==> src/rtl/mem_pkg.sv <==
// Shared definitions for the memory-access stage: access sizes, FSM states, default width.
package mem_pkg;

    localparam int unsigned DATA_W_DEFAULT = 32;

    // funct3 size/sign encodings
    localparam logic [2:0] F3_B  = 3'b000;
    localparam logic [2:0] F3_H  = 3'b001;
    localparam logic [2:0] F3_W  = 3'b010;
    localparam logic [2:0] F3_BU = 3'b100;
    localparam logic [2:0] F3_HU = 3'b101;

    typedef enum logic {
        IDLE   = 1'b0,
        ACCESS = 1'b1
    } mem_state_t;

endpackage

==> src/rtl/mem_stage_if.sv <==
// Data-memory req/ack port.
//   master (mem_stage): drives dmem_req/we/addr/wdata/be, receives dmem_ack/rdata
//   slave  (memory)   : receives the request, returns dmem_ack with dmem_rdata
interface mem_stage_if #(
    parameter int unsigned DATA_W = mem_pkg::DATA_W_DEFAULT
) ();
    logic              dmem_req;
    logic              dmem_we;
    logic [DATA_W-1:0] dmem_addr;
    logic [DATA_W-1:0] dmem_wdata;
    logic [3:0]        dmem_be;
    logic              dmem_ack;
    logic [DATA_W-1:0] dmem_rdata;

    modport master (
        output dmem_req, dmem_we, dmem_addr, dmem_wdata, dmem_be,
        input  dmem_ack, dmem_rdata
    );

    modport slave (
        input  dmem_req, dmem_we, dmem_addr, dmem_wdata, dmem_be,
        output dmem_ack, dmem_rdata
    );
endinterface

==> src/rtl/lsu_align.sv <==
// Byte-lane steering for stores and extraction/extension for loads (purely combinational).
//   funct3     : access size/sign
//   addr_lo    : low two address bits
//   store_data : rs2 value
//   rdata      : word read from memory
//   be/wdata   : store byte enables and lane-replicated data
//   load_data  : extracted, extended load result
//   misaligned : halfword on odd address or word on non-word address
module lsu_align
    import mem_pkg::*;
(
    input  logic [2:0]  funct3,
    input  logic [1:0]  addr_lo,
    input  logic [31:0] store_data,
    input  logic [31:0] rdata,
    output logic [3:0]  be,
    output logic [31:0] wdata,
    output logic [31:0] load_data,
    output logic        misaligned
);
    logic [31:0] shifted;

    // Bring the addressed byte/half down to bit 0
    assign shifted = rdata >> {addr_lo, 3'b000};

    always_comb begin
        be         = 4'b1111;
        wdata      = store_data;
        load_data  = rdata;
        misaligned = 1'b0;
        case (funct3)
            F3_B, F3_BU: begin
                be        = 4'b0001 << addr_lo;
                wdata     = {4{store_data[7:0]}};
                load_data = (funct3 == F3_B) ? {{24{shifted[7]}}, shifted[7:0]}
                                             : {24'h0, shifted[7:0]};
            end
            F3_H, F3_HU: begin
                misaligned = addr_lo[0];
                be         = 4'b0011 << addr_lo;
                wdata      = {2{store_data[15:0]}};
                load_data  = (funct3 == F3_H) ? {{16{shifted[15]}}, shifted[15:0]}
                                              : {16'h0, shifted[15:0]};
            end
            // Word and any unlisted encoding
            default: misaligned = |addr_lo;
        endcase
    end
endmodule

==> src/rtl/mem_stage.sv <==
// Memory-access stage: issues loads/stores over a req/ack port, stalls upstream
// while an access is outstanding, aborts after TIMEOUT_CYCLES, and registers the
// write-back bundle.
//   clk, rst              : clock, async active-high reset
//   valid_in..reg_write_in: EX/MEM inputs
//   stall_out             : combinational hold request to upstream
//   dmem                  : data-memory port (master)
//   wb_*                  : registered write-back bundle, wb_valid is a 1-cycle pulse
//   misalign_fault        : 1-cycle pulse on misalignment or timeout
module mem_stage
    import mem_pkg::*;
#(
    parameter int unsigned TIMEOUT_CYCLES = 16,
    parameter int unsigned DATA_W         = DATA_W_DEFAULT
) (
    input  logic              clk,
    input  logic              rst,
    input  logic              valid_in,
    input  logic [DATA_W-1:0] ALU_result,
    input  logic [DATA_W-1:0] store_data,
    input  logic              mem_read,
    input  logic              mem_write,
    input  logic [2:0]        funct3,
    input  logic [4:0]        rd_in,
    input  logic              reg_write_in,
    output logic              stall_out,
    mem_stage_if.master       dmem,
    output logic              wb_valid,
    output logic [4:0]        wb_rd,
    output logic [DATA_W-1:0] wb_data,
    output logic              wb_reg_write,
    output logic              misalign_fault
);
    localparam int unsigned CNT_W = (TIMEOUT_CYCLES > 1) ? $clog2(TIMEOUT_CYCLES) : 1;
    localparam logic [CNT_W-1:0] CNT_LAST = CNT_W'(TIMEOUT_CYCLES - 1);

    mem_state_t        state_q, state_d;
    logic [CNT_W-1:0]  cnt_q, cnt_d;
    logic              req_q, req_d, we_q, we_d;
    logic [DATA_W-1:0] addr_q, addr_d, wdata_q, wdata_d;
    logic [3:0]        be_q, be_d;
    logic [2:0]        f3_q, f3_d;
    logic [1:0]        lo_q, lo_d;
    logic [4:0]        rd_q, rd_d;
    logic              rw_q, rw_d;
    logic              wb_valid_d, wb_rw_d, fault_d;
    logic [4:0]        wb_rd_d;
    logic [DATA_W-1:0] wb_data_d;
    logic              stall_c;

    logic [2:0]  al_f3;
    logic [1:0]  al_lo;
    logic [3:0]  al_be;
    logic [31:0] al_wdata, al_load;
    logic        al_mis;

    // Alignment unit sees live inputs at accept time, captured ones during ACCESS
    assign al_f3 = (state_q == ACCESS) ? f3_q : funct3;
    assign al_lo = (state_q == ACCESS) ? lo_q : ALU_result[1:0];

    lsu_align u_align (
        .funct3     (al_f3),
        .addr_lo    (al_lo),
        .store_data (store_data),
        .rdata      (dmem.dmem_rdata),
        .be         (al_be),
        .wdata      (al_wdata),
        .load_data  (al_load),
        .misaligned (al_mis)
    );

    // Next-state and next-output logic
    always_comb begin
        state_d    = state_q;
        cnt_d      = cnt_q;
        req_d      = req_q;
        we_d       = we_q;
        addr_d     = addr_q;
        wdata_d    = wdata_q;
        be_d       = be_q;
        f3_d       = f3_q;
        lo_d       = lo_q;
        rd_d       = rd_q;
        rw_d       = rw_q;
        wb_valid_d = 1'b0;
        wb_rd_d    = wb_rd;
        wb_data_d  = wb_data;
        wb_rw_d    = wb_reg_write;
        fault_d    = 1'b0;
        stall_c    = 1'b0;
        case (state_q)
            IDLE: begin
                if (valid_in) begin
                    wb_rd_d = rd_in;
                    if (!(mem_read || mem_write)) begin
                        wb_valid_d = 1'b1;
                        wb_data_d  = ALU_result;
                        wb_rw_d    = reg_write_in;
                    end else if (al_mis) begin
                        wb_valid_d = 1'b1;
                        wb_data_d  = '0;
                        wb_rw_d    = 1'b0;
                        fault_d    = 1'b1;
                    end else begin
                        stall_c = 1'b1;
                        state_d = ACCESS;
                        cnt_d   = '0;
                        req_d   = 1'b1;
                        we_d    = mem_write;
                        addr_d  = {ALU_result[DATA_W-1:2], 2'b00};
                        wdata_d = al_wdata;
                        be_d    = al_be;
                        f3_d    = funct3;
                        lo_d    = ALU_result[1:0];
                        rd_d    = rd_in;
                        rw_d    = reg_write_in && !mem_write;
                    end
                end
            end
            ACCESS: begin
                wb_rd_d = rd_q;
                if (dmem.dmem_ack) begin
                    state_d    = IDLE;
                    req_d      = 1'b0;
                    wb_valid_d = 1'b1;
                    wb_rw_d    = rw_q;
                    wb_data_d  = we_q ? '0 : al_load;
                end else if (cnt_q == CNT_LAST) begin
                    // Release upstream now; the fault bundle appears next cycle
                    state_d    = IDLE;
                    req_d      = 1'b0;
                    wb_valid_d = 1'b1;
                    wb_rw_d    = 1'b0;
                    wb_data_d  = '0;
                    fault_d    = 1'b1;
                end else begin
                    stall_c = 1'b1;
                    cnt_d   = cnt_q + CNT_W'(1);
                end
            end
            default: state_d = IDLE;
        endcase
    end

    // State and output registers
    always_ff @(posedge clk or posedge rst) begin
        if (rst) begin
            state_q        <= IDLE;
            cnt_q          <= '0;
            req_q          <= 1'b0;
            we_q           <= 1'b0;
            addr_q         <= '0;
            wdata_q        <= '0;
            be_q           <= '0;
            f3_q           <= '0;
            lo_q           <= '0;
            rd_q           <= '0;
            rw_q           <= 1'b0;
            wb_valid       <= 1'b0;
            wb_rd          <= '0;
            wb_data        <= '0;
            wb_reg_write   <= 1'b0;
            misalign_fault <= 1'b0;
        end else begin
            state_q        <= state_d;
            cnt_q          <= cnt_d;
            req_q          <= req_d;
            we_q           <= we_d;
            addr_q         <= addr_d;
            wdata_q        <= wdata_d;
            be_q           <= be_d;
            f3_q           <= f3_d;
            lo_q           <= lo_d;
            rd_q           <= rd_d;
            rw_q           <= rw_d;
            wb_valid       <= wb_valid_d;
            wb_rd          <= wb_rd_d;
            wb_data        <= wb_data_d;
            wb_reg_write   <= wb_rw_d;
            misalign_fault <= fault_d;
        end
    end

    // Stall is combinational; gated so it falls with reset regardless of valid_in
    assign stall_out = stall_c && !rst;

    assign dmem.dmem_req   = req_q;
    assign dmem.dmem_we    = we_q;
    assign dmem.dmem_addr  = addr_q;
    assign dmem.dmem_wdata = wdata_q;
    assign dmem.dmem_be    = be_q;
endmodule
==> src/flat_wrapper.sv <==
// flat-port wrapper written by rule: the top's interface ports become plain ports
module mem_stage_flat import mem_pkg::*;
#(
    parameter int unsigned TIMEOUT_CYCLES = 16,
    parameter int unsigned DATA_W         = DATA_W_DEFAULT
)
  (clk, rst, valid_in, ALU_result, store_data, mem_read, mem_write, funct3, rd_in, reg_write_in, stall_out, wb_valid, wb_rd, wb_data, wb_reg_write, misalign_fault, dmem_dmem_req, dmem_dmem_we, dmem_dmem_addr, dmem_dmem_wdata, dmem_dmem_be, dmem_dmem_ack, dmem_dmem_rdata);
  mem_stage_if #(.DATA_W(DATA_W)) dmem_i ();
  input  logic clk;
  input  logic rst;
  input  logic valid_in;
  input  logic [DATA_W-1:0] ALU_result;
  input  logic [DATA_W-1:0] store_data;
  input  logic mem_read;
  input  logic mem_write;
  input  logic [2:0] funct3;
  input  logic [4:0] rd_in;
  input  logic reg_write_in;
  output logic stall_out;
  output logic wb_valid;
  output logic [4:0] wb_rd;
  output logic [DATA_W-1:0] wb_data;
  output logic wb_reg_write;
  output logic misalign_fault;
  output wire logic [$bits(dmem_i.dmem_req)-1:0] dmem_dmem_req;
  output wire logic [$bits(dmem_i.dmem_we)-1:0] dmem_dmem_we;
  output wire logic [$bits(dmem_i.dmem_addr)-1:0] dmem_dmem_addr;
  output wire logic [$bits(dmem_i.dmem_wdata)-1:0] dmem_dmem_wdata;
  output wire logic [$bits(dmem_i.dmem_be)-1:0] dmem_dmem_be;
  input wire logic [$bits(dmem_i.dmem_ack)-1:0] dmem_dmem_ack;
  input wire logic [$bits(dmem_i.dmem_rdata)-1:0] dmem_dmem_rdata;
  assign dmem_dmem_req = dmem_i.dmem_req;
  assign dmem_dmem_we = dmem_i.dmem_we;
  assign dmem_dmem_addr = dmem_i.dmem_addr;
  assign dmem_dmem_wdata = dmem_i.dmem_wdata;
  assign dmem_dmem_be = dmem_i.dmem_be;
  assign dmem_i.dmem_ack = dmem_dmem_ack;
  assign dmem_i.dmem_rdata = dmem_dmem_rdata;
  mem_stage #(.TIMEOUT_CYCLES(TIMEOUT_CYCLES), .DATA_W(DATA_W)) u_core (.clk(clk), .rst(rst), .valid_in(valid_in), .ALU_result(ALU_result), .store_data(store_data), .mem_read(mem_read), .mem_write(mem_write), .funct3(funct3), .rd_in(rd_in), .reg_write_in(reg_write_in), .stall_out(stall_out), .dmem(dmem_i), .wb_valid(wb_valid), .wb_rd(wb_rd), .wb_data(wb_data), .wb_reg_write(wb_reg_write), .misalign_fault(misalign_fault));
endmodule
==> config.mk <==
export PLATFORM = sky130hd
export DESIGN_NAME = mem_stage_flat
export DESIGN_NICKNAME = d
export VERILOG_FILES = /design/src/rtl/mem_pkg.sv /design/src/rtl/mem_stage_if.sv /design/src/rtl/lsu_align.sv /design/src/rtl/mem_stage.sv /design/src/flat_wrapper.sv
export SDC_FILE = /design/constraint.sdc
export NUM_CORES = 1
export LEC_CHECK = 0
export CORE_MARGIN = 2
export CORE_UTILIZATION = 40
export DETAILED_ROUTE_END_ITERATION = 10
export PLACE_DENSITY = 0.72
export SETUP_SLACK_MARGIN = 0.3
export SKIP_CTS_REPAIR_TIMING = 1
export SYNTH_ARGS = -nofsm -noshare
export SYNTH_HDL_FRONTEND = slang
export SYNTH_SLANG_ARGS = --single-unit
==> constraint.sdc <==
create_clock -name clk -period 4.5 [get_ports clk]
set_clock_uncertainty 0.15 [all_clocks]
set_input_delay 0.675 -clock clk [delete_from_list [all_inputs] [get_ports clk]]
set_output_delay 0.675 -clock clk [all_outputs]
set_load 0.01 [all_outputs]
==> results.yml <==
clock_tree:
  cts_num_sinks: 124
  cts_root_buffer: "clkbuf_16"
  cts_tree: "built"
  htreeDepth: 4
  cts_made_buffers: 17
  clk_latency_ns: 0.41
  clk_path_buf_depth: 2
  cts.reportedPaths.clkPinSlew_ns: 0.05
setup_path:
  worstSetupPathDepth: 6
  worstPathRequired_ns: 3.67
  crit_type: "register to output pin"
  end_kind: "output pin"
  worstPathCellList: "buf_4 > and4bb_2 > nor4b_2 > o21ai_4 > a21oi_1 > clkdlybuf4s50_1"
  arrival_ns: 2.87
  path_delay_family: "buffers and inverters"
  cpMaxStageDelayCell: "dfrtp_1"
  cpPeakStageDelay_ns: 0.63
  crit_path_start_kind: "register"
  rr_worst_depth: 7
  crit_fanout: 24
  worst-path-buf-inv: 2
place:
  portBuffers: 219
  dp.cells: 987
  routabilityCongestion: 0.8895
  hpwl_mm: 13.85
  pre_cts_ws_ns: 0.8090
  placed_cell_area_sq_um: 8631
synthesis:
  synth.avg_cell_area_sq_um: 10.65
  yosys.area.top_type: "dfrtp_1"
  yosysWarnings: 0
  syn-cell-area_sq_um: 6317
  synthTopCellsByArea: "dfrtp_1, mux2_2, mux2i_1, nand2_1, o21ai_0"
  synth-seq-area-share_pct: 49.12
  synthFlopType: "dfrtp_1"
  synth.most_common_cell: "dfrtp_1"
  syn_inst: 593
  yosysUniqueCellTypes: 55
  ys_ff_latch: 124
  yosys-top-cells-count: "dfrtp_1, nand2_1, o21ai_0"
  synth_edf_count: 0
  synth_top_area_share_pct: 49.12
  async_flop_share_pct: 100.0
cells_and_area:
  stdcell_count: 1019
  regArea_sq_um: 3103
  drive_gt1_share_pct: 13.24
  multi_input_area_sq_um: 2977
  diodes: 0
  nNetsFinal: 907
  areaGrowthSynthToFinish_pct: 46.60
  stdcell_area_sq_um: 9261
  fillers: 1279
route:
  viasPerCell: 5.354
  wl_mm: 19.28
  drc: 0
  wl_per_cell_microns: 18.92
  drt_iter0_drc: 357
  vias: 5456
  firstDrtPassIters: 4
  ant_nets: 0
global_routing:
  antenna_found_initial: 0
  overflow: 0
  grt_pass1_vias: 5545
  grt_usage_pct: 23.06
  grt_max_degree: 109
  grt_pass1_wl_mm: 29.90
timing:
  setup_ws_ns: 0.8017
  setup_viol: 0
  worst_pin_slew_ns: 1.163
  hold_viol: 0
  rsz0062_at_grt: "no"
  min_period_ns: 3.698
  post-route-period-util_pct: 82.19
  slew_viol_final: 0
  slew_headroom_pct: 22.47
  finalSetupTns_ns: 0
  clock.fmax_ghz: 0.2704
run_status:
  status: "finished, final reports clean"
min_path:
  min_path_type: "register to register"
  hold_depth: 2
pwr:
  ir_worst_vdd_uv: 306.9
  power_leakage_nw: 3.818
  pwr_density_cell_nw_per_um2: 666.7
  power_mw: 6.174
job:
  maxCapViolations: 0
die:
  start_util_pct: 41.25
  die_h_microns: 129.7
  core_area_sq_um: 15310
  design.die.area_sq_um: 16810
  std_cell_rows: 45
  io_pins: 222
  fp.dieW_microns: 129.7
## routing by layer
metal  wire (microns)  GRT usage [%]  vias to the layer above
li1                 -              -                     2561
met1             8506          30.79                     2698
met2             9386          37.88                      178
met3             1122          4.294                       19
met4              261          7.780                        0
met5                0              0                        -
## worst register-to-register path, stage by stage (launching register included)
cell and delay, ns:
dfrtp_1 0.63, buf_4 0.37, mux2_4 0.54, a311oi_2 0.13
o211ai_4 0.54, buf_12 0.30, mux2i_1 0.26, o221ai_1 0.15
## registers in the layout, summed over array words and instances (netlist names), 2 cells and up
register and cells:
u_core.cnt_q 4, u_core.dmem.dmem_addr 30, u_core.dmem.dmem_be 4, u_core.dmem.dmem_wdata 32
u_core.f3_q 3, u_core.lo_q 2, u_core.rd_q 5, u_core.wb_data 32
u_core.wb_rd 5
## where the power goes
part | total [mW] | switching (mW) | internal (mW)
clock network | 1.47 | 0.497 | 0.976
registers | 1.94 | 0.310 | 1.63
logic | 2.76 | 1.29 | 1.47
## cell type report
cell class	count	share of cell area [%]
clock buffer	19	4.674
clock inverter	13	2.135
inverter	2	0.1081
multi-input combinational	423	32.14
sequential	124	33.50
tap	211	2.851
timing repair buffer	227	24.59
## stage by stage
| stage | utilization, % | hold WS (ns) |
|---|---|---|
| detailed placement | 56.36 | 0.3231 |
| global route | 60.47 | 0.3609 |
| global placement | 56.36 | 0.3127 |
| CTS | 60.47 | 0.3357 |
| finish | 60.47 | 0.3317 |
| floorplan | - | 0.2944 |
## cell usage in the layout (no fill, tap or decap), types with 4 or more instances in the layout
cell type        Yosys  routed
and2_1              26      26
dfrtp_1            124     124
o21ai_0             58      58
buf_4                4       6
clkinv_2             0       5
nor3_1               8       7
a22o_1               9       9
mux2i_1             48      47
bufinv_16            0       5
nand2_1             83      83
o221ai_1            14      14
nor2b_1              5       5
clkdlybuf4s50_1      0     219
o311ai_1            13      13
a21oi_1             25      25
nand2b_1             4       4
mux2_2              49      49
xnor2_1              4       4
clkbuf_16            0      17
nor2_1              14      14
a31oi_1             15      15
## cell families (layout without fill, tap and decap cells)
group,count (synthesis),in the layout,share of synthesized area [%]
compound gates,159,159,16.58
xor+xnor,4,4,0.5545
fa+ha+maj,1,1,0.1980
buf+inv,47,261,4.219
flops,124,124,49.12
mux,100,100,17.17
other cells,1,2,0.05936
simple gates,157,157,12.10
## path summary, 6_finish.rpt
check	slack, ns	endpoint	startpoint
hold / removal	0.33	u_core.wb_rd[3]	u_core.rd_q[3]
hold reg to reg	0.33	u_core.wb_rd[3]	u_core.rd_q[3]
setup / recovery	0.80	stall_out	u_core.state_q
setup reg to reg	1.29	u_core.wb_data[11]	u_core.state_q
max in group asynchronous	2.70	u_core.dmem.dmem_addr[19]	rst
min in group asynchronous	0.68	u_core.dmem.dmem_we	rst
Power figures use the tool's default switching activity.
==> patch 1 (same settings) <==
Take the reset off `wdata_q` and load it in a clocked block of its own.
--- a/src/rtl/mem_stage.sv
+++ b/src/rtl/mem_stage.sv
@@ -152,3 +152,2 @@
             addr_q         <= '0;
-            wdata_q        <= '0;
             be_q           <= '0;
@@ -169,3 +168,2 @@
             addr_q         <= addr_d;
-            wdata_q        <= wdata_d;
             be_q           <= be_d;
@@ -183,2 +181,6 @@
 
+    always_ff @(posedge clk) begin
+        wdata_q <= wdata_d;
+    end
+
     // Stall is combinational; gated so it falls with reset regardless of valid_in
Formal check against the unedited RTL: not equivalent (Yosys sat finds a counterexample within 4 cycles, from zero or initial values and one cycle with rst high).
==> patch 1 against the original RTL <==
Sequential cell count is the same. Routed wire length shrank 3.6%. Utilization shrank 0.96 points. Non-clock buffer count shrank 1. Sequential share of layout area grew 3.0 points. Synthesized cell count shrank 12%. First-iteration DRC count shrank 11%. Worst setup slack lost 0.18 ns. Total power shrank 12%. Hold slack lost 0.0041 ns. Die area shrank 3.7%. Cell area shrank 3.4%. Combinational power shrank 21%. Synthesized area shrank 3.8%. Highest routed layer unchanged.
==> patch 1: results (changes against the original RTL) <==
[status]
outcome = finished clean

[finish]
fillers = 1217  ; -4.8%
num-nets-final = 845  ; -6.8%
drive_gt1_share_pct = 13.3  ; +0.064 points
num_antenna_cells = 0  ; unchanged

[worst_setup_path]
crit_path_max_fanout = 6  ; -75%
cpMaxStageDelayCell = clkdlybuf4s50_1
r2r_cells = 5  ; -2
r2r_setup_slack_ns = 1.21  ; -0.08 ns
arrival_ns = 3.05  ; +0.18 ns
cp_top_family = buffers and inverters
worstSetupStartpoint = valid_in
max_stage_delay_ns = 0.74  ; +0.11 ns
r2r-end = u_core.dmem.dmem_addr[9]$_DFFE_PP0P_

[route]
viasPerCell = 5.65  ; +5.5%
drc_errors = 0  ; unchanged
route.layer.met1.wl_mm = 7.71  ; -9.3%
wl_per_cell_um = 19.9  ; +5.4%
met2WireLength_mm = 9.00  ; -4.1%
drt_iter0_markers = 316  ; -11%
first_pass_iters = 4  ; unchanged
wl_met3_mm = 1.52  ; +35%

[global_route]
grt_pass1_vias = 5212  ; -6.0%
grt_max_degree = 83  ; -24%
grt_first_pass_wirelength_mm = 28.9  ; -3.5%
grt_antenna_before_repair = 0  ; unchanged
track_usage_pct = 23.2  ; +0.097 points

[clock_network]
cts_made_buffers = 17  ; unchanged
clk_latency_ns = 0.42
clkTransAtPathRegs_ns = 0.05  ; about the same

[synthesis]
synth_area_leaders = dfrtp_1 38%, edfxtp_1 16%, mux2_2 8.9%, nand2_1 4.8%, a22o_1 3.2%
synth_edf_count = 32  ; +32
seq_area_frac_synth_pct = 53.7  ; +4.6 points
ys_async_sr_fraction_pct = 74.2  ; -26 points
synth_cell_type_count = 60  ; +9.1%
netlist_top_cells_count = 92 x dfrtp_1, 78 x nand2_1, 48 x mux2_2, 32 x edfxtp_1, 22 x a22o_1

[placement]
numPortBuffers = 219  ; unchanged
postPlaceCellArea_um2 = 8380  ; -2.9%
globalplace.congestion = 0.865  ; -2.8%
hpwl_mm = 13.4  ; -3.0%

[power]
leakagePower_nw = 3.67  ; -4.0%
swShare_pct = 32.4  ; -1.4 points
peakVddDrop_uv = 334  ; +8.9%

[sta]
hold_ws_ns = 0.328  ; -0.00407 ns
tightest_slew_ns = 1.10  ; -0.0615 ns

[hold_path]
holdCritStartpoint = u_core.rd_q[3]$_DFFE_PP0P_

[patch 1: changes by cell type after synthesis, moves of 17 or more]
cell	change
o21ai_0	-42
dfrtp_1	-32
edfxtp_1	+32
mux2i_1	-31
and2_1	-21
a21oi_1	-20
a22oi_1	+17
[patch 1: final cells by class]
type	count	area (um^2)	share of cell area (%)
clock buffer	20	437	4.88
clock inverter	10	128	1.43
inverter	9	36.3	0.406
multi-input combinational	355	2600	29.1
sequential	124	3260	36.5
tap	188	235	2.63
timing repair buffer	226	2240	25.1
[patch 1: layer usage]
metal  vias up  track usage, %
li1       2373               -
met1      2602            29.3
met2       258            37.7
met3        33            7.41
met4         0            7.95
met5         -               0
[patch 1: through the flow]
step	std cells	setup slack, ns
2_1_floorplan	522	0.713
6_report	932	0.621
3_3_place_gp	902	0.692
3_5_place_dp	902	0.636
5_1_grt	932	0.451
4_1_cts	932	0.626
[patch 1: cells by family (layout without fill, tap and decap cells)]
family	after synthesis	count (layout)	share of synthesized area (%)
and+or+nand+nor	153	153	11.8
buffers and inverters	43	265	3.67
other	1	2	0.0617
adders and majority gates	1	1	0.206
DFF	124	124	53.7
xor gates and xnor gates	3	3	0.433
AOI/OAI and AO/OA	128	128	17.5
muxes	68	68	12.6
[patch 1: worst reg2reg max path: stages, from the launching register on]
cell	delay, ns
dfrtp_1	0.89
nor2b_1	0.21
a32oi_2	0.38
and3_4	0.26
buf_4	0.76
mux2_2	0.52
[patch 1: power by group through the flow]
stage	sequential (W)	clock, W	combinational (W)
2_1_floorplan	0.00200	0	0.000979
3_3_place_gp	0.00187	0	0.00214
3_5_place_dp	0.00189	0	0.00219
4_1_cts	0.00188	0.00136	0.00220
5_1_grt	0.00194	0.00142	0.00234
6_report	0.00188	0.00134	0.00218
[patch 1: worst max path at each step]
| stage | end |
|---|---|
| floorplan | stall_out |
| global placement | stall_out |
| detailed placement | stall_out |
| CTS | stall_out |
| global route | stall_out |
| finish | stall_out |
==> patch 2 (config.mk and constraints unchanged) <==
Without the edit above. `TIMEOUT_CYCLES` is set to 16 in 2 places; all go to 32.
--- a/src/rtl/mem_stage.sv
+++ b/src/rtl/mem_stage.sv
@@ -12,3 +12,3 @@
 #(
-    parameter int unsigned TIMEOUT_CYCLES = 16,
+    parameter int unsigned TIMEOUT_CYCLES = 32,
     parameter int unsigned DATA_W         = DATA_W_DEFAULT
--- a/src/flat_wrapper.sv
+++ b/src/flat_wrapper.sv
@@ -3,3 +3,3 @@
 #(
-    parameter int unsigned TIMEOUT_CYCLES = 16,
+    parameter int unsigned TIMEOUT_CYCLES = 32,
     parameter int unsigned DATA_W         = DATA_W_DEFAULT
Behaviour: same outputs for any inputs over 4 cycles, from zero or initial values and one cycle with rst high; that may be too few to reach the edited logic, so the function may still have changed.
==> patch 2 against the original RTL <==
Fmax decreased by 1.1%. Utilization decreased by 2.0 points. Synthesized area increased by 1.0%. First-iteration DRC count decreased by 29%. Worst setup slack got worse by 0.043 ns. Total power decreased by 5.5%. Global-route usage decreased by 0.52 points. Sequential cell count increased by 1. Routed wire length about the same. Register-to-register slack got worse by 0.19 ns. Synthesized cell count decreased by 5.1%. Cell area decreased by 0.73%. Largest cell class unchanged. Highest routed layer unchanged.
==> patch 2: results (changes against the original RTL) <==
[global_route]
use_met1_pct = 28.4  ; -2.3 points
track_usage_pct = 22.5  ; -0.52 points
grt_max_degree = 113  ; +3.7%
grt_util_met2_pct = 36.9  ; -0.95 points
grt_util_met3_pct = 6.93  ; +2.6 points
grt_first_pass_wirelength_mm = 29.4  ; -1.8%

[route]
met2WireLength_mm = 9.20  ; -2.0%
vias = 5407  ; -0.90%
routed.top_layer = met4
drt_iter0_markers = 253  ; -29%
wl_per_cell_um = 19.4  ; +2.5%
route.layer.met1.wl_mm = 7.97  ; -6.3%
first_pass_iters = 5  ; +1
wl_met3_mm = 1.84  ; +64%

[power]
leakagePower_nw = 3.95  ; +3.6%
peakVddDrop_uv = 341  ; +11%

[synthesis]
netlist_top_cells_count = 125 x dfrtp_1, 59 x nand2_1, 40 x mux2i_1, 36 x o21ai_0, 32 x a21oi_1
seq_area_frac_synth_pct = 49.0  ; -0.099 points
synth_area_leaders = dfrtp_1 49%, mux2_4 6.4%, mux2i_1 6.3%, mux2_2 4.1%, nand2_1 3.5%
synth_cell_type_count = 64  ; +16%
avgSynthCellArea_um2 = 11.3  ; +6.4%

[sta]
slew_headroom_pct = 17.2  ; -5.2 points

[clock_network]
cts.sinks = 125  ; +0.81%
cts_made_buffers = 17  ; unchanged
cts_root_buf = clkbuf_16

[worst_setup_path]
cp_top_family = flip-flops
arrival_ns = 2.92  ; +0.05 ns
max_stage_delay_ns = 1.07  ; +0.44 ns
crit_path_max_fanout = 31  ; +29%

[status]
outcome = finished clean

[finish]
n_clock_buffer = 24  ; +5
clk_share_pct = 6.03  ; -0.78 points
drive_gt1_share_pct = 14.4  ; +1.2 points
multi_input_comb_cells = 395  ; -6.6%
fillers = 1316  ; +2.9%
num_antenna_cells = 0  ; unchanged
inverters_excl_clock = 4  ; +2
buffers = 223  ; -1.8%
nonClkBufAreaFrac_pct = 24.4  ; -0.15 points
num-nets-final = 879  ; -3.1%
seq_area_um2 = 3130  ; +0.81%
fin_cells = 994  ; -2.5%

[placement]
globalplace.congestion = 0.821  ; -7.7%
hpwl_mm = 13.8  ; -0.72%
placed_cells = 963  ; -2.4%
dp_slack_ns = 0.939  ; +0.130 ns

[hold_path]
holdCritStartpoint = u_core.dmem.dmem_wdata[26]$_DFFE_PP0P_

patch 2: changes by cell type in the layout (fill, tap and decap cells not counted), moves of 22 or more:
cell	before	now
o21ai_1	3	26
mux2_2	49	23
and2_1	26	2
mux2_4	2	27
nand2_1	83	59
o21ai_0	58	36
patch 2: tightest hold or removal path: stages, from the launching register on:
cell	delay [ns]
dfrtp_1	0.34
nand2_1	0.05
o21ai_1	0.06
patch 2: through the flow:
step,area (um^2),hold slack [ns]
6_report,9190,0.332
4_1_cts,9190,0.332
3_5_place_dp,8640,0.319
2_1_floorplan,6380,0.298
3_3_place_gp,8640,0.312
5_1_grt,9190,0.347
patch 2: final timing paths:
check                      slack [ns]                                endpoint  depth (start not counted)
setup / recovery                 0.76                               stall_out                          6
hold / removal                   0.33  u_core.dmem.dmem_wdata[26]$_DFFE_PP0P_                          2
setup reg to reg                 1.10          u_core.wb_data[20]$_DFFE_PP0P_                          5
hold reg to reg                  0.33  u_core.dmem.dmem_wdata[26]$_DFFE_PP0P_                          2
max in group asynchronous        2.67           u_core.wb_data[0]$_DFFE_PP0P_                          3
min in group asynchronous        0.67             u_core.wb_rd[2]$_DFFE_PP0N_                          2
patch 2: cells by family (layout without fill, tap and decap cells):
group | Yosys count | count (layout) | share of synthesized area (%)
mux | 93 | 93 | 17.6
flops | 125 | 125 | 49.0
simple gates | 123 | 123 | 9.51
xor+xnor | 2 | 2 | 0.275
buf+inv | 44 | 258 | 4.45
other cells | 1 | 2 | 0.0588
fa+ha+maj | 2 | 2 | 0.392
compound gates | 173 | 173 | 18.7
patch 2: power breakdown:
group,switching (W),internal (W)
logic,0.00111,0.00144
registers,0.000354,0.00164
clock network,0.000481,0.000810
total,0.00194,0.00389
